[src/rtl/serial_pkg.sv]
// Shared state encoding and constants for the oversampling serial receiver.
// Optional parity support is selected with the SERIAL_RX_PARITY_EN macro.
package serial_pkg;

    typedef enum logic [2:0] {
        ST_IDLE,
        ST_START,
        ST_DATA,
`ifdef SERIAL_RX_PARITY_EN
        ST_PARITY,
`endif
        ST_STOP,
        ST_BREAK
    } rx_state_e;

    // Synchronizer flops come out of reset at the idle line level.
    localparam logic SYNC_RESET = 1'b1;

    function automatic logic maj3(input logic [2:0] s);
        return (s[0] & s[1]) | (s[0] & s[2]) | (s[1] & s[2]);
    endfunction

endpackage

[src/rtl/serial_fifo.sv]
// Receive FIFO with a registered head word; the head holds its last value
// when the FIFO drains so the consumer sees a stable q while empty.
module serial_fifo #(
    parameter int unsigned WIDTH = 8,
    parameter int unsigned DEPTH = 4
) (
    input  logic             clk,
    input  logic             rst,
    input  logic             push,
    input  logic [WIDTH-1:0] wdata,
    input  logic             pop,
    output logic [WIDTH-1:0] rdata,
    output logic             valid,
    output logic             full
);

    localparam int unsigned PW = $clog2(DEPTH);
    localparam int unsigned CW = $clog2(DEPTH + 1);

    logic [WIDTH-1:0] mem_q [DEPTH];
    logic [PW-1:0]    wr_ptr_q, wr_ptr_d;
    logic [PW-1:0]    rd_ptr_q, rd_ptr_d;
    logic [CW-1:0]    count_q, count_d;
    logic [WIDTH-1:0] head_q, head_d;
    logic             pop_ok;
    logic             push_ok;

    always_comb begin
        pop_ok   = pop && (count_q != '0);
        push_ok  = push && ((count_q != CW'(DEPTH)) || pop_ok);
        wr_ptr_d = push_ok ? wr_ptr_q + PW'(1) : wr_ptr_q;
        rd_ptr_d = pop_ok ? rd_ptr_q + PW'(1) : rd_ptr_q;
        count_d  = count_q;
        if (push_ok && !pop_ok) begin
            count_d = count_q + CW'(1);
        end else if (!push_ok && pop_ok) begin
            count_d = count_q - CW'(1);
        end
        // The next head may be the word being written this very cycle.
        head_d = head_q;
        if (count_d != '0) begin
            head_d = (push_ok && (wr_ptr_q == rd_ptr_d)) ? wdata : mem_q[rd_ptr_d];
        end
    end

    always_ff @(posedge clk or posedge rst) begin
        if (rst) begin
            for (int unsigned i = 0; i < DEPTH; i++) begin
                mem_q[i] <= '0;
            end
            wr_ptr_q <= '0;
            rd_ptr_q <= '0;
            count_q  <= '0;
            head_q   <= '0;
        end else begin
            if (push_ok) begin
                mem_q[wr_ptr_q] <= wdata;
            end
            wr_ptr_q <= wr_ptr_d;
            rd_ptr_q <= rd_ptr_d;
            count_q  <= count_d;
            head_q   <= head_d;
        end
    end

    assign rdata = head_q;
    assign valid = (count_q != '0);
    assign full  = (count_q == CW'(DEPTH));

endmodule

[src/rtl/serial_rx_ovs.sv]
// Oversampling serial receiver with majority-vote bit decisions and a receive
// FIFO. Define SERIAL_RX_PARITY_EN to add a parity bit, ODD and parity_err.
module serial_rx_ovs
    import serial_pkg::*;
#(
    parameter int unsigned WIDTH      = 8,
    parameter int unsigned OVERSAMPLE = 16,
    parameter int unsigned DIV_WIDTH  = 16,
    parameter int unsigned FIFO_DEPTH = 4
`ifdef SERIAL_RX_PARITY_EN
    ,
    parameter bit          ODD        = 1'b0
`endif
) (
    input  logic                 clk,
    input  logic                 rst,
    input  logic                 rx,
    input  logic [DIV_WIDTH-1:0] div,
    input  logic                 rd,
    output logic [WIDTH-1:0]     q,
    output logic                 valid,
    output logic                 frame_err,
    output logic                 overrun
`ifdef SERIAL_RX_PARITY_EN
    ,
    output logic                 parity_err
`endif
);

    localparam int unsigned SCW = $clog2(OVERSAMPLE);
    localparam int unsigned BCW = $clog2(WIDTH);
    localparam logic [SCW-1:0] SAMP_LAST = SCW'(OVERSAMPLE - 1);
    localparam logic [SCW-1:0] SAMP_MID  = SCW'(OVERSAMPLE / 2 - 1);
    localparam logic [BCW-1:0] BIT_LAST  = BCW'(WIDTH - 1);

    rx_state_e            state_q, state_d;
    logic                 sync1_q, sync1_d;
    logic                 sync2_q, sync2_d;
    logic [DIV_WIDTH-1:0] tick_cnt_q, tick_cnt_d;
    logic [1:0]           hist_q, hist_d;
    logic [SCW-1:0]       samp_cnt_q, samp_cnt_d;
    logic [BCW-1:0]       bit_cnt_q, bit_cnt_d;
    logic [WIDTH-1:0]     shift_q, shift_d;
    logic                 frame_err_q, frame_err_d;
    logic                 overrun_q, overrun_d;
`ifdef SERIAL_RX_PARITY_EN
    logic                 parity_q, parity_d;
    logic                 parity_err_q, parity_err_d;
`endif

    logic tick;
    logic mid;
    logic decision;
    logic push;
    logic fifo_pop;
    logic fifo_full;
    logic fifo_valid;

    always_comb begin
        sync1_d    = rx;
        sync2_d    = sync1_q;
        tick       = (tick_cnt_q >= div);
        tick_cnt_d = tick ? '0 : tick_cnt_q + DIV_WIDTH'(1);
        hist_d     = tick ? {hist_q[0], sync2_q} : hist_q;
        decision   = maj3({hist_q, sync2_q});
        // The sample counter only advances while a frame is in flight; the
        // decision tick is the one that brings it to OVERSAMPLE/2 of the bit.
        mid        = tick && (samp_cnt_q == SAMP_MID);
        samp_cnt_d = samp_cnt_q;
        if (tick && (state_q != ST_IDLE) && (state_q != ST_BREAK)) begin
            samp_cnt_d = (samp_cnt_q == SAMP_LAST) ? '0 : samp_cnt_q + SCW'(1);
        end

        state_d     = state_q;
        bit_cnt_d   = bit_cnt_q;
        shift_d     = shift_q;
        push        = 1'b0;
        frame_err_d = 1'b0;
`ifdef SERIAL_RX_PARITY_EN
        parity_d     = parity_q;
        parity_err_d = 1'b0;
`endif

        case (state_q)
            ST_IDLE: begin
                if (tick && !sync2_q) begin
                    state_d    = ST_START;
                    samp_cnt_d = '0;
                end
            end
            ST_START: begin
                if (mid) begin
                    state_d   = decision ? ST_IDLE : ST_DATA;
                    bit_cnt_d = '0;
`ifdef SERIAL_RX_PARITY_EN
                    parity_d  = 1'b0;
`endif
                end
            end
            ST_DATA: begin
                if (mid) begin
                    shift_d = {decision, shift_q[WIDTH-1:1]};
`ifdef SERIAL_RX_PARITY_EN
                    parity_d = parity_q ^ decision;
`endif
                    if (bit_cnt_q == BIT_LAST) begin
`ifdef SERIAL_RX_PARITY_EN
                        state_d = ST_PARITY;
`else
                        state_d = ST_STOP;
`endif
                    end else begin
                        bit_cnt_d = bit_cnt_q + BCW'(1);
                    end
                end
            end
`ifdef SERIAL_RX_PARITY_EN
            ST_PARITY: begin
                if (mid) begin
                    parity_d = parity_q ^ decision;
                    state_d  = ST_STOP;
                end
            end
`endif
            ST_STOP: begin
                if (mid) begin
                    if (decision) begin
                        push    = 1'b1;
                        state_d = ST_IDLE;
`ifdef SERIAL_RX_PARITY_EN
                        parity_err_d = (parity_q != ODD);
`endif
                    end else begin
                        frame_err_d = 1'b1;
                        state_d     = ST_BREAK;
                    end
                end
            end
            ST_BREAK: begin
                if (tick && sync2_q) begin
                    state_d = ST_IDLE;
                end
            end
            default: state_d = ST_IDLE;
        endcase

        fifo_pop  = rd && fifo_valid;
        overrun_d = push && fifo_full && !fifo_pop;
    end

    always_ff @(posedge clk or posedge rst) begin
        if (rst) begin
            state_q      <= ST_IDLE;
            sync1_q      <= SYNC_RESET;
            sync2_q      <= SYNC_RESET;
            tick_cnt_q   <= '0;
            hist_q       <= {2{SYNC_RESET}};
            samp_cnt_q   <= '0;
            bit_cnt_q    <= '0;
            shift_q      <= '0;
            frame_err_q  <= 1'b0;
            overrun_q    <= 1'b0;
`ifdef SERIAL_RX_PARITY_EN
            parity_q     <= 1'b0;
            parity_err_q <= 1'b0;
`endif
        end else begin
            state_q      <= state_d;
            sync1_q      <= sync1_d;
            sync2_q      <= sync2_d;
            tick_cnt_q   <= tick_cnt_d;
            hist_q       <= hist_d;
            samp_cnt_q   <= samp_cnt_d;
            bit_cnt_q    <= bit_cnt_d;
            shift_q      <= shift_d;
            frame_err_q  <= frame_err_d;
            overrun_q    <= overrun_d;
`ifdef SERIAL_RX_PARITY_EN
            parity_q     <= parity_d;
            parity_err_q <= parity_err_d;
`endif
        end
    end

    serial_fifo #(
        .WIDTH(WIDTH),
        .DEPTH(FIFO_DEPTH)
    ) u_fifo (
        .clk  (clk),
        .rst  (rst),
        .push (push),
        .wdata(shift_q),
        .pop  (fifo_pop),
        .rdata(q),
        .valid(fifo_valid),
        .full (fifo_full)
    );

    assign valid     = fifo_valid;
    assign frame_err = frame_err_q;
    assign overrun   = overrun_q;
`ifdef SERIAL_RX_PARITY_EN
    assign parity_err = parity_err_q;
`endif

endmodule

[config.mk]
export PLATFORM = sky130hd
export DESIGN_NAME = serial_rx_ovs
export DESIGN_NICKNAME = d
export VERILOG_FILES = /design/src/rtl/serial_pkg.sv /design/src/rtl/serial_fifo.sv /design/src/rtl/serial_rx_ovs.sv
export SDC_FILE = /design/constraint.sdc
export NUM_CORES = 1
export LEC_CHECK = 0
export ABC_AREA = 0
export CORE_MARGIN = 5
export CORE_UTILIZATION = 51
export DETAILED_ROUTE_END_ITERATION = 6
export PLACE_DENSITY = 0.71
export SLEW_MARGIN = 20
export SYNTH_ARGS = -nofsm -noshare
export SYNTH_HDL_FRONTEND = slang
export SYNTH_SLANG_ARGS = --single-unit
[constraint.sdc]
create_clock -name clk -period 8.2 [get_ports clk]
set_clock_uncertainty 0.15 [all_clocks]
set_input_delay 2.05 -clock clk [delete_from_list [all_inputs] [get_ports clk]]
set_output_delay 2.05 -clock clk [all_outputs]
set_load 0.03 [all_outputs]
# Word-level counts from Yosys, hierarchy flattened

Index checks and enable logic that the tools add are counted.

Logic and storage cells: 115
Input bits: 20
Output and inout bits: 11
Register bits: 87

Magnitude comparators: 4
Add/subtract/negate cells: 7
Multiplexer cells: 34
Bitwise gates (word level): 7
Reduce and logical (&&, ||, !) cells: 27
Equal/unequal tests: 18

Operator list:

| kind                                                             | count |
|---|---|
| 3-bit 2-to-1 mux                                                 | 12 |
| 32-bit bitwise mux                                               | 1 |
| 8-bit 2-to-1 mux                                                 | 4 |
| 16-bit by 1-bit adder with 16-bit output (second input constant) | 1 |
| 8-bit binary-select mux with 2-bit select                        | 1 |
| 8-bit demux with 2-bit select                                    | 1 |
| 16-bit greater-or-equal comparator                               | 1 |
| 16-bit 2-to-1 mux                                                | 1 |
| 4-bit 2-to-1 mux                                                 | 4 |
| 3-bit case mux with 5 select lines                               | 1 |
| 1-bit logical AND                                                | 14 |
| 2-bit != test (second input constant)                            | 7 |
| 3-bit == test (second input constant)                            | 3 |
| 3-bit nonzero test                                               | 3 |
| 3-bit by 1-bit adder with 3-bit output (second input constant)   | 2 |
| 3-bit by 2-bit == test with 1-bit output (second input constant) | 2 |
| 3-bit greater-or-equal comparator (second input constant)        | 2 |
| 1-bit 2-to-1 mux                                                 | 6 |
| 3-bit != test (second input constant)                            | 2 |
| 2-bit NOT with 3-bit output                                      | 2 |
| 3-bit case mux with 2 select lines                               | 1 |
| 6-bit AND reduction                                              | 1 |
| 2-bit by 1-bit adder with 2-bit output (second input constant)   | 2 |
| 4-bit by 1-bit adder with 4-bit output (second input constant)   | 1 |
| 15 further kinds                                                 | 22 |

# Depth between registers and ports, before layout

Gate-level depths: netlist of run 1.

Depth after elaboration: 12
Depth in mapped cells: 11
Mapped depth without buffers: 10

# Modules after synthesis

A second synthesis of run 1 with hierarchy kept.

Cell total of the unflattened synthesis: 462
Area total of the unflattened synthesis: 5019.8 sq um

Modules (own cells, without submodules):

| module        | sequential area each (sq um) | cells each | area each (sq um) | times used |
|---|---|---|---|---|
| serial_fifo   | 1176.1                       | 241        | 2696.3            | 1 |
| serial_rx_ovs | 1006.0                       | 221        | 2323.5            | 1 |

# Least setup slack after synthesis of run 1

OpenSTA, ideal clock, no wires.

Path kind: input to register
From: in div[15]
To: reg u_fifo.head_q[5] (netlist: u_fifo.rdata[5])
Required time: 7922 ps
Library setup time: 128 ps
Path slack: 3294 ps
Arrival time: 4628 ps
Stages: 10
Cells stage by stage: inv_1 ha_1 and4_1 nand2_1 or4_4 nand4b_2 nand2_1 nor4_2 mux2_2 mux2_1

Longest elaborated chain between the ends: 10
Elaborated cells on any way between the ends: 13
Those cells by class: 1 x order compare; 5 x mux; 7 x reduce/logical

RTL lines:

| what                                   | RTL line             | source |
|---|---|---|
| start: declaration                     | serial_rx_ovs.sv:18  | `input logic [DIV_WIDTH-1:0] div,` |
| 16-bit greater-or-equal comparator (*) | serial_rx_ovs.sv:62  | `tick = (tick_cnt_q >= div);` |
| 1-bit logical AND (*)                  | serial_rx_ovs.sv:68  | `mid = tick && (samp_cnt_q == SAMP_MID);` |
| 1-bit 2-to-1 mux (*)                   | serial_rx_ovs.sv:126 | `if (mid) begin` |
| 1-bit 2-to-1 mux (*)                   | serial_rx_ovs.sv:84  | `case (state_q)` |
| 1-bit logical AND (*)                  | serial_fifo.sv:30    | `push_ok = push && ((count_q != CW'(DEPTH)) \|\| pop_ok);` |
| 1-bit logical NOT                      | serial_fifo.sv:36    | `end else if (!push_ok && pop_ok) begin` |
| 1-bit logical AND                      | serial_fifo.sv:36    |  |
| 3-bit 2-to-1 mux                       | serial_fifo.sv:36    |  |
| 3-bit 2-to-1 mux                       | serial_fifo.sv:34    | `if (push_ok && !pop_ok) begin` |
| 3-bit nonzero test                     | serial_fifo.sv:41    | `if (count_d != '0) begin` |
| end signal: assignment                 | serial_fifo.sv:54    | `head_q <= '0;` |
| end signal: assignment                 | serial_fifo.sv:62    | `head_q <= head_d;` |
| end: declaration                       | serial_fifo.sv:24    | `logic [WIDTH-1:0] head_q, head_d;` |

Mark *: on every way between the ends. The rest lies on a longest branch, timed or not.
A chain may end at the register's enable or synchronous reset.

# Worst setup path after layout of run 1

From: in div[0]
To: reg u_fifo.head_q[6] (netlist: u_fifo.rdata[6])

The elaborated chain is that of the path after synthesis.

==> results of run 1 <==
==> area by class of cell <==
type	instances	area, sq um	share of cell area, %
Sequential cell	87	2180	42.7
Timing Repair Buffer	31	312	6.09
Inverter	28	106	2.08
Tap cell	108	135	2.64
Clock buffer	10	128	2.50
Clock inverter	6	75.1	1.47
Multi-Input combinational cell	257	2180	42.6
==> worst paths after layout <==
kind | cells after the start | slack [ns] | from | end
hold / removal | 0 | 0.21 | sync1_q$_DFF_PP1_ | sync2_q$_DFF_PP1_
max in group asynchronous | 3 | 5.26 | rst | u_fifo.mem_q[5]$_DFFE_PP0P_
setup / recovery | 10 | 2.09 | div[0] | u_fifo.rdata[6]$_DFFE_PP0P_
hold reg to reg | 0 | 0.21 | sync1_q$_DFF_PP1_ | sync2_q$_DFF_PP1_
min in group asynchronous | 2 | 1.73 | rst | tick_cnt_q[8]$_DFF_PP0_
setup reg to reg | 10 | 3.72 | tick_cnt_q[0]$_DFF_PP0_ | u_fifo.rdata[6]$_DFFE_PP0P_
==> layer usage <==
layer  routed length (um)  vias to the layer above
li1                     -                     1408
met1                 3840                     1467
met2                 3910                       31
met3                  220                        7
met4                   86                        0
met5                    0                        -
==> power by group <==
group          internal (uW)  switching [uW]
combinational            151             181
clock                    146             159
sequential               484            56.3
total                    781             396
==> through the flow <==
step           setup slack (ns)  util, %
5_1_grt                    1.77     59.2
3_3_place_gp               1.67     56.8
2_1_floorplan              3.29        -
6_report                   2.09     59.2
3_5_place_dp               1.74     56.8
4_1_cts                    2.12     59.2
==> cells by family after synthesis <==
logic type | synth area share [%]
muxes | 19.3
and+or+nand+nor | 11.6
xor gates and xnor gates | 4.24
DFF | 48.6
adders and majority gates | 7.75
AOI/OAI and AO/OA | 5.58
buffers and inverters | 2.87
==> cell usage after synthesis (all sizes together), types with 2 or more instances <==
library cell / instances / area (sq um)
dfrtp: 83 / 2080
nand4b: 2 / 23.8
a31oi: 4 / 25.0
mux2i: 2 / 20.0
nand2: 28 / 105
o21ai: 10 / 50.1
clkbuf: 3 / 11.3
xnor2: 10 / 87.6
and4: 3 / 26.3
inv: 28 / 105
nor2: 31 / 116
dfstp: 4 / 105
nor3: 4 / 20.0
nand4: 4 / 25.0
a211oi: 2 / 27.5
nand2b: 2 / 12.5
and2: 5 / 31.3
a2111oi: 2 / 17.5
nand3: 11 / 55.1
a21oi: 10 / 53.8
or4: 2 / 18.8
ha: 27 / 338
and3: 7 / 43.8
mux2: 58 / 653
a22o: 2 / 17.5
buf: 3 / 12.5
mux4: 8 / 195
xor2: 10 / 103
==> sequential cells by signal, summed over array words and instances, names as in the netlist <==
register / flops
bit_cnt_q: 3
frame_err: 1
hist_q: 2
overrun: 1
samp_cnt_q: 4
shift_q: 8
state_q: 3
sync1_q: 1
sync2_q: 1
tick_cnt_q: 16
u_fifo.count_q: 3
u_fifo.mem_q: 32
u_fifo.rd_ptr_q: 2
u_fifo.rdata: 8
u_fifo.wr_ptr_q: 2
==> critical path, stage by stage <==
cell and delay [ns]:
clkdlybuf4s50_1 0.40, ha_1 0.28, nand2b_1 0.14, a2111oi_0 0.53, or4_4 0.24, nand4b_2 0.65, and4_1 0.48, or4_1 0.47
a211oi_4 0.55, mux2_2 0.39
==> summary.txt, run 1 <==
Outcome
  – Status: finished clean

Drt
  – Initial DRC Count: 84
  – WL per Instance: 15.3 um
  – Drt drc: 0
  – DRT Pass-1 Iters: 4
  – Routed WL: 8060 um
  – Routed Antenna Nets: 0
  – DR vias: 2913
  – Via/cell ratio: 5.53

Clock network
  – H-tree depth: 3
  – CTS max path bufs: 2
  – Hold Buf Count CTS: 0
  – CTS Buf Count: 9
  – Post-CTS setup buffers: 0
  – Clock sinks: 87
  – CTS clk-pin slew, worst paths: 0.09 ns
  – Root Driver: clkbuf_8
  – Clock Latency Late Sink: 0.35 ns
  – Post-CTS resize count: 0
  – TritonCTS clock tree: built

Place
  – Routability cong.: 0.834
  – Port Buf Inserts: 30
  – Cells after DPL: 511
  – Placement Cell Area: 4910 sq um
  – Dpl hpwl: 5720 um

Global route
  – Antenna violations before repair: 0
  – GRT Total Usage: 16.0%
  – Met2 global-route usage: 25.5%
  – Met3 Use GR: 3.42%
  – Grt ovf: 0
  – First-pass GRT wire length: 14400 um
  – Largest net degree at the start of global routing: 84
  – GRT busiest layer: met2
  – Vias in the first global route: 2950
  – GR Util met1: 22.3%

Synthesis
  – Synth async-reset ratio: 100%
  – EDFF count, synth: 0
  – Ys flop type: dfrtp_1
  – Area of the mapped netlist: 4490 sq um
  – Synth cell types: 50
  – Post-synthesis register bit count: 87
  – Mean Syn Cell Area: 11.9 sq um
  – Syn nets: 425
  – Seq/Total Area, Yosys: 48.6%
  – Mapped Cells: 378
  – Yosys warning count: 0

Finish
  – Finished Layout Cells: 527
  – Fraction of layout cells with a size suffix above 1: 21.7%
  – N_diodes: 0
  – Most frequent cells in the layout: 83 x dfrtp_1, 57 x mux2_2, 31 x nor2_1
  – Design Area, Final: 5110 sq um
  – Area growth syn-to-layout: 14.0%
  – NumNets Final: 461
  – Fillers: 721
  – Most common cell after layout, fill and taps aside: dfrtp_1

STA
  – Post-route setup TNS: 0 ns
  – Final max-slew violation count: 0
  – RSZ-0062 raised after global routing: no
  – Slew @ Worst Pin: 1.02 ns
  – Max Clk Rate: 164 MHz
  – Final setup vio count: 0
  – Min Tclk post-route: 6.11 ns
  – Tcrit/Tclk final: 74.5%
  – Slew HR: 31.3%
  – Hold WS: 0.213 ns
  – Final hold vios: 0

Power
  – PwrDens: 230 nW/um^2
  – Static Leak: 0.00249 uW
  – Final Power: 1180 uW
  – Worst-case vdd ir drop: 0.0974 mV

Die
  – # IOs: 31
  – Core footprint: 8640 sq um
  – Die X: 104 um
  – Initial core utilization: 52.0%
  – FP Rows: 34
  – Die H: 104 um
  – Die ar.: 10800 sq um

Critical path
  – Critical Path AT: 6.20 ns
  – Critical path type: in -> reg
  – Worst Setup Start Kind: input port
  – Worst Path Required: 8.28 ns
  – Worst Setup End Kind: flip-flop
  – Max FO, Critical Path: 31

Flow run
  – MaxCap Viol Count: 0

Worst hold path
  – Min-Delay Path Class: reg -> reg
(Power assumes the default switching activity.)
==> inputs of run 2 (changes only) <==
--- a/config.mk
+++ b/config.mk
@@ -9,7 +9,7 @@
 export CORE_MARGIN = 5
 export CORE_UTILIZATION = 51
 export DETAILED_ROUTE_END_ITERATION = 6
-export PLACE_DENSITY = 0.71
+export PLACE_DENSITY = 0.73
 export SLEW_MARGIN = 20
 export SYNTH_ARGS = -nofsm -noshare
 export SYNTH_HDL_FRONTEND = slang
==> constraint.sdc (replaced) <==
create_clock -name clk -period 5.5 [get_ports clk]
set_clock_uncertainty 0.15 [all_clocks]
set_input_delay 1.375 -clock clk [delete_from_list [all_inputs] [get_ports clk]]
set_output_delay 1.375 -clock clk [all_outputs]
set_load 0.03 [all_outputs]
==> run 2 against run 1 <==
Compared with the run above:
- cell area is 0.24% lower
- cell count grew 0.38%
- critical path type unchanged
- worst hold slack got worse by 0.0028 ns
- core utilization is 0.14 points lower
- worst setup slack got worse by 1.4 ns
- first-iteration DRC count grew 73%
- count of clock-buffer cells in the layout is 1 lower
- clock power grew 29%
- non-clock buffer count grew 3
- critical path depth is 1 higher
- power rose by 44%
- largest cell class unchanged
==> summary.txt, run 2 (synthesis gave the netlist of run 1 again) <==
Outcome
  – Status: finished clean

Place
  – Placement Cell Area: 4930 sq um (+0.46%)
  – Dpl hpwl: 5740 um (+0.35%)
  – Setup slack at placement: 0.264 ns (-1.48 ns)
  – Routability cong.: 0.800 (-4.0%)
  – Port Buf Inserts: 30 (unchanged)

Finish
  – Fraction of layout cells with a size suffix above 1: 22.3% (+0.61 points)
  – Most frequent cells in the layout: 83 x dfrtp_1, 57 x mux2_2, 31 x nor2_1
  – Max reg flops: 32 (unchanged)
  – Area growth syn-to-layout: 13.7%
  – N_diodes: 0 (unchanged)
  – Most common cell after layout, fill and taps aside: dfrtp_1
  – Design Area, Final: 5100 sq um (-0.24%)
  – Biggest regs: u_fifo.mem_q (32), tick_cnt_q (16)
  – Fillers: 723 (+0.28%)
  – Biggest register: u_fifo.mem_q
  – NumNets Final: 464 (+0.65%)

Die
  – FP Rows: 34 (unchanged)
  – # IOs: 31 (unchanged)
  – Die H: 104 um (unchanged)
  – Core footprint: 8640 sq um (unchanged)
  – Die ar.: 10800 sq um (unchanged)
  – Initial core utilization: 52.0% (unchanged)
  – Die X: 104 um (unchanged)

Worst hold path
  – Hold depth: 0 (unchanged)
  – Min-Delay Path Class: reg -> reg

Power
  – Internal power: 1110 uW (+43%)
  – P_sw: 582 uW (+47%)
  – Part of the power in registers: 47.4% (+1.5 points)
  – Worst-case vdd ir drop: 0.157 mV (+61%)
  – PwrDens: 332 nW/um^2 (+45%)
  – Clk pwr share: 23.2% (-2.7 points)
  – Switching Share: 34.3% (+0.61 points)
  – Combinational share of power: 29.4% (+1.2 points)
  – Final Power: 1700 uW (+44%)
  – Static Leak: 0.00249 uW (about the same)

Clock network
  – Hold Buf Count CTS: 0 (unchanged)
  – Clock sinks: 87 (unchanged)
  – CTS max path bufs: 2 (unchanged)
  – Clock Latency Late Sink: 0.35 ns (about the same)
  – H-tree depth: 3 (unchanged)
  – TritonCTS clock tree: built
  – Post-CTS setup buffers: 0 (unchanged)
  – Post-CTS resize count: 0 (unchanged)
  – CTS Buf Count: 9 (unchanged)
  – Root Driver: clkbuf_8
  – CTS clk-pin slew, worst paths: 0.09 ns (about the same)

STA
  – Final max-slew violation count: 0 (unchanged)
  – Post-route setup TNS: 0 ns (unchanged)
  – Max Clk Rate: 208 MHz
  – Slew @ Worst Pin: 0.798 ns (-0.224 ns)
  – Final hold vios: 0 (unchanged)
  – Final setup vio count: 0 (unchanged)
  – Setup ws final: 0.682 ns (-1.41 ns)
  – RSZ-0062 raised after global routing: no
  – Slew HR: 46.7% (+15 points)
  – Tcrit/Tclk final: 87.6%
  – Min Tclk post-route: 4.82 ns

Global route
  – GRT Total Usage: 16.0% (-0.049 points)
  – Grt ovf: 0 (unchanged)
  – Largest net degree at the start of global routing: 59 (-30%)
  – First-pass GRT wire length: 14400 um (-0.39%)
  – Antenna violations before repair: 0 (unchanged)
  – Vias in the first global route: 3059 (+3.7%)

Critical path
  – Worst Reg2Reg Path Length in Cells: 11 (+1)
  – Max FO, Critical Path: 14 (-55%)
  – Critical path type: in -> reg
  – Critical Path AT: 4.92 ns (-1.28 ns)
  – Worst Setup End Kind: flip-flop
  – Worst Path Required: 5.60 ns (-2.68 ns)
  – Worst Setup Start Kind: input port
  – Worst reg-to-reg setup slack: 1.65 ns (-2.07 ns)

Drt
  – WL per Instance: 15.3 um (about the same)
  – Routed WL: 8090 um (+0.36%)
  – Drt drc: 0 (unchanged)
  – Routed Antenna Nets: 0 (unchanged)
  – DR vias: 2940 (+0.93%)
  – DRT Pass-1 Iters: 4 (unchanged)
  – Initial DRC Count: 145 (+73%)
  – Via/cell ratio: 5.56 (+0.55%)

Flow run
  – MaxCap Viol Count: 0 (unchanged)
-- run 2: cell count changes in the layout (fill, tap and decap cells not counted), sizes merged --
| cell | delta |
|---|---|
| inv | -1 |
| clkbuf | -1 |
| clkinvlp | +1 |
| buf | +3 |
| bufinv | -1 |
| clkinv | +1 |
-- run 2: power by group through the flow --
stage / registers (uW) / clock network (uW) / logic [uW]
final: 804 / 393 / 499
after global routing: 819 / 433 / 563
after CTS: 804 / 404 / 505
after global placement: 813 / 0 / 482
after floorplan: 794 / 0 / 386
after detailed placement: 816 / 0 / 502
-- run 2: routing by layer --
layer / GRT usage [%] / share of wire, % / vias to the layer above / wire, um
met5: 0 / 0 / - / 0
met4: 5.46 / 2.1 / 0 / 173
met3: 3.17 / 3.5 / 17 / 283
li1: - / - / 1410 / -
met2: 25.2 / 46 / 48 / 3740
met1: 22.0 / 48 / 1465 / 3880
-- run 2: per-stage QoR --
stage	instances	hold slack [ns]	utilization (%)
finish	529	0.210	59.1
global route	529	0.225	59.1
CTS	529	0.217	59.1
detailed placement	514	0.200	57.1
global placement	514	0.200	57.1
floorplan	378	0.195	-
-- run 2: worst paths after layout --
path | startpoint | endpoint
max | div[0] | u_fifo.rdata[6]$_DFFE_PP0P_
min | sync1_q$_DFF_PP1_ | sync2_q$_DFF_PP1_
max reg2reg | tick_cnt_q[0]$_DFF_PP0_ | u_fifo.rdata[6]$_DFFE_PP0P_
min reg2reg | sync1_q$_DFF_PP1_ | sync2_q$_DFF_PP1_
max in group asynchronous | rst | hist_q[0]$_DFFE_PP1N_
min in group asynchronous | rst | samp_cnt_q[1]$_DFF_PP0_
-- run 2: final cells by class --
| type | count | area, sq um | area share, % |
|---|---|---|---|
| clock buffers | 9 | 124 | 2.43 |
| clock inverters | 6 | 46.3 | 0.907 |
| multi-input cells | 257 | 2180 | 42.7 |
| repair buffers | 34 | 330 | 6.47 |
| well taps | 108 | 135 | 2.65 |
| inverters | 28 | 108 | 2.11 |
| flip-flops and latches | 87 | 2180 | 42.8 |
-- run 2: worst max-delay path, stage by stage --
cell             delay [ns]
clkdlybuf4s50_1        0.41
ha_1                   0.29
nand2b_1               0.14
a2111oi_0              0.62
or4_4                  0.26
nand4b_2               0.16
buf_4                  0.23
a2111oi_0              0.42
a31oi_1                0.13
a211oi_4               0.49
mux2_2                 0.39
==> inputs of run 3 (changes only) <==
--- a/config.mk
+++ b/config.mk
@@ -6,6 +6,7 @@
 export NUM_CORES = 1
 export LEC_CHECK = 0
 export ABC_AREA = 0
+export CORE_ASPECT_RATIO = 0.5
 export CORE_MARGIN = 5
 export CORE_UTILIZATION = 51
 export DETAILED_ROUTE_END_ITERATION = 6
==> run 3 against run 2 <==
Compared with the run above:
- non-clock buffer count is 1 lower
- critical path depth is the same
- maximum frequency is 1.3% lower
- worst hold slack got worse by 0.0048 ns
- via count grew 0.17%
- core utilization increased by 1.2 points
- sequential cell count is the same
- combinational power increased by 2%
- critical path type unchanged
- largest cell class unchanged
==> summary.txt, run 3 (synthesis gave the netlist of run 1 again) <==
Outcome
  – Status: finished clean

Critical path
  – Critical path type: in -> reg
  – Worst Path Required: 5.57 ns (-0.03 ns)
  – Max FO, Critical Path: 29 (+15)
  – Critical Path AT: 4.95 ns (+0.03 ns)
  – Worst Setup End Kind: flip-flop
  – Worst Setup Start Kind: input port

Die
  – Die X: 143 um (+37%)
  – # IOs: 31 (unchanged)
  – Core footprint: 8650 sq um (+0.14%)
  – Die H: 76.3 um (-26%)
  – FP Rows: 24 (-29%)
  – Initial core utilization: 51.9% (-0.075 points)
  – Die ar.: 10900 sq um (+1.1%)

Place
  – Routability cong.: 0.858 (+7.1%)
  – Dpl hpwl: 6020 um (+4.8%)
  – Port Buf Inserts: 30 (unchanged)
  – Cells after DPL: 522 (+1.6%)
  – Setup slack at placement: 0.248 ns (-0.0158 ns)

Finish
  – Fillers: 654 (-9.5%)
  – Most common cell after layout, fill and taps aside: dfrtp_1
  – Utilization after layout: 60.3% (+1.2 points)
  – Biggest register: u_fifo.mem_q
  – Most frequent cells in the layout: 83 x dfrtp_1, 57 x mux2_2, 31 x nor2_1
  – Finished Layout Cells: 537 (+1.5%)
  – NumNets Final: 463 (-0.22%)
  – N_diodes: 0 (unchanged)
  – Fraction of layout cells with a size suffix above 1: 21.9% (-0.42 points)
  – Area growth syn-to-layout: 16.2%
  – Biggest regs: u_fifo.mem_q (32), tick_cnt_q (16)
  – Max reg flops: 32 (unchanged)

Clock network
  – TritonCTS clock tree: built
  – Clock sinks: 87 (unchanged)
  – Clock Latency Late Sink: 0.34 ns (about the same)
  – CTS max path bufs: 2 (unchanged)
  – H-tree depth: 3 (unchanged)
  – Post-CTS setup buffers: 0 (unchanged)
  – Root Driver: clkbuf_16
  – CTS Buf Count: 9 (unchanged)
  – CTS clk-pin slew, worst paths: 0.06 ns (-0.03 ns)
  – Post-CTS resize count: 0 (unchanged)
  – Hold Buf Count CTS: 0 (unchanged)

Power
  – Worst-case vdd ir drop: 0.182 mV (+16%)
  – Final Power: 1900 uW (+12%)
  – PwrDens: 364 nW/um^2 (+9.4%)
  – Static Leak: 0.00255 uW (+2.2%)

STA
  – Setup ws final: 0.620 ns (-0.0614 ns)
  – Max Clk Rate: 205 MHz (-1.3%)
  – RSZ-0062 raised after global routing: no
  – Final hold vios: 0 (unchanged)
  – Slew HR: 45.2% (-1.5 points)
  – Post-route setup TNS: 0 ns (unchanged)
  – Final max-slew violation count: 0 (unchanged)
  – Min Tclk post-route: 4.88 ns (+0.0614 ns)
  – Slew @ Worst Pin: 0.821 ns (+0.0227 ns)
  – Tcrit/Tclk final: 88.7% (+1.1 points)
  – Final setup vio count: 0 (unchanged)

Drt
  – DR vias: 2945 (+0.17%)
  – Drt drc: 0 (unchanged)
  – Top Layer Used: met4
  – Routed Antenna Nets: 0 (unchanged)
  – Initial DRC Count: 161 (+11%)
  – Met3 wire len: 328 um (+16%)
  – DRT Pass-1 Iters: 4 (unchanged)
  – WL per Instance: 16.3 um (+6.4%)
  – Routed WL: 8730 um (+8.0%)
  – Routed length on met1: 4020 um (+3.5%)
  – Via/cell ratio: 5.48 (-1.3%)
  – Met2 wire len: 4240 um (+13%)

Flow run
  – MaxCap Viol Count: 0 (unchanged)

Global route
  – Largest net degree at the start of global routing: 63 (+6.8%)
  – Antenna violations before repair: 0 (unchanged)
  – Vias in the first global route: 2996 (-2.1%)
  – GRT Total Usage: 17.4% (+1.4 points)
  – First-pass GRT wire length: 14900 um (+3.7%)
  – Grt ovf: 0 (unchanged)

Worst hold path
  – Min-Delay Path Class: reg -> reg
## run 3: cell count changes in the layout (fill, tap and decap cells not counted)
| cell | delta |
|---|---|
| bufinv_16 | +1 |
| inv_6 | -1 |
| clkbuf_1 | +1 |
| clkinvlp_4 | -2 |
| clkinv_4 | -2 |
| clkbuf_16 | +9 |
| buf_4 | -1 |
| clkinv_2 | +3 |
| clkbuf_8 | -9 |
## run 3: final timing paths
kind                                          from                          end  slack (ns)  cells past startpoint
setup / recovery                            div[0]  u_fifo.rdata[0]$_DFFE_PP0P_        0.62                     11
hold / removal                   sync1_q$_DFF_PP1_            sync2_q$_DFF_PP1_        0.21                      0
setup reg to reg           tick_cnt_q[0]$_DFF_PP0_  u_fifo.rdata[0]$_DFFE_PP0P_        1.60                     11
hold reg to reg                  sync1_q$_DFF_PP1_            sync2_q$_DFF_PP1_        0.21                      0
max in group asynchronous                      rst        hist_q[1]$_DFFE_PP1N_        2.96                      3
min in group asynchronous                      rst  u_fifo.rdata[6]$_DFFE_PP0P_        1.38                      2
## run 3: critical path: stages
cell             delay (ns)
clkdlybuf4s50_1        0.40
ha_1                   0.28
nand2b_1               0.14
a2111oi_0              0.57
or4_4                  0.26
nand4b_2               0.14
buf_4                  0.26
a2111oi_0              0.40
a31oi_1                0.13
a211oi_4               0.59
mux2_2                 0.41
## run 3: routing by layer
layer  GRT usage [%]  up-vias
li1                -     1413
met1            22.3     1481
met2            28.1       39
met3            5.20       12
met4            5.98        0
met5               0        -
## run 3: power breakdown
| part | switching (uW) | internal, uW |
|---|---|---|
| combinational | 279 | 228 |
| clock | 235 | 346 |
| sequential | 86.4 | 723 |
## run 3: area by class of cell
cell class	count	area, sq um	share of cell area [%]
Clock buffer	10	229	4.39
Multi-Input combinational cell	257	2180	41.7
Clock inverter	5	50.0	0.960
Sequential cell	87	2180	41.8
Inverter	28	108	2.06
Tap cell	117	146	2.81
Timing Repair Buffer	33	323	6.19
## run 3: through the flow
stage / area (sq um) / hold WS (ns)
6_report: 5220 / 0.206
5_1_grt: 5220 / 0.218
4_1_cts: 5210 / 0.206
3_5_place_dp: 4930 / 0.198
3_3_place_gp: 4930 / 0.198
2_1_floorplan: 4490 / 0.195
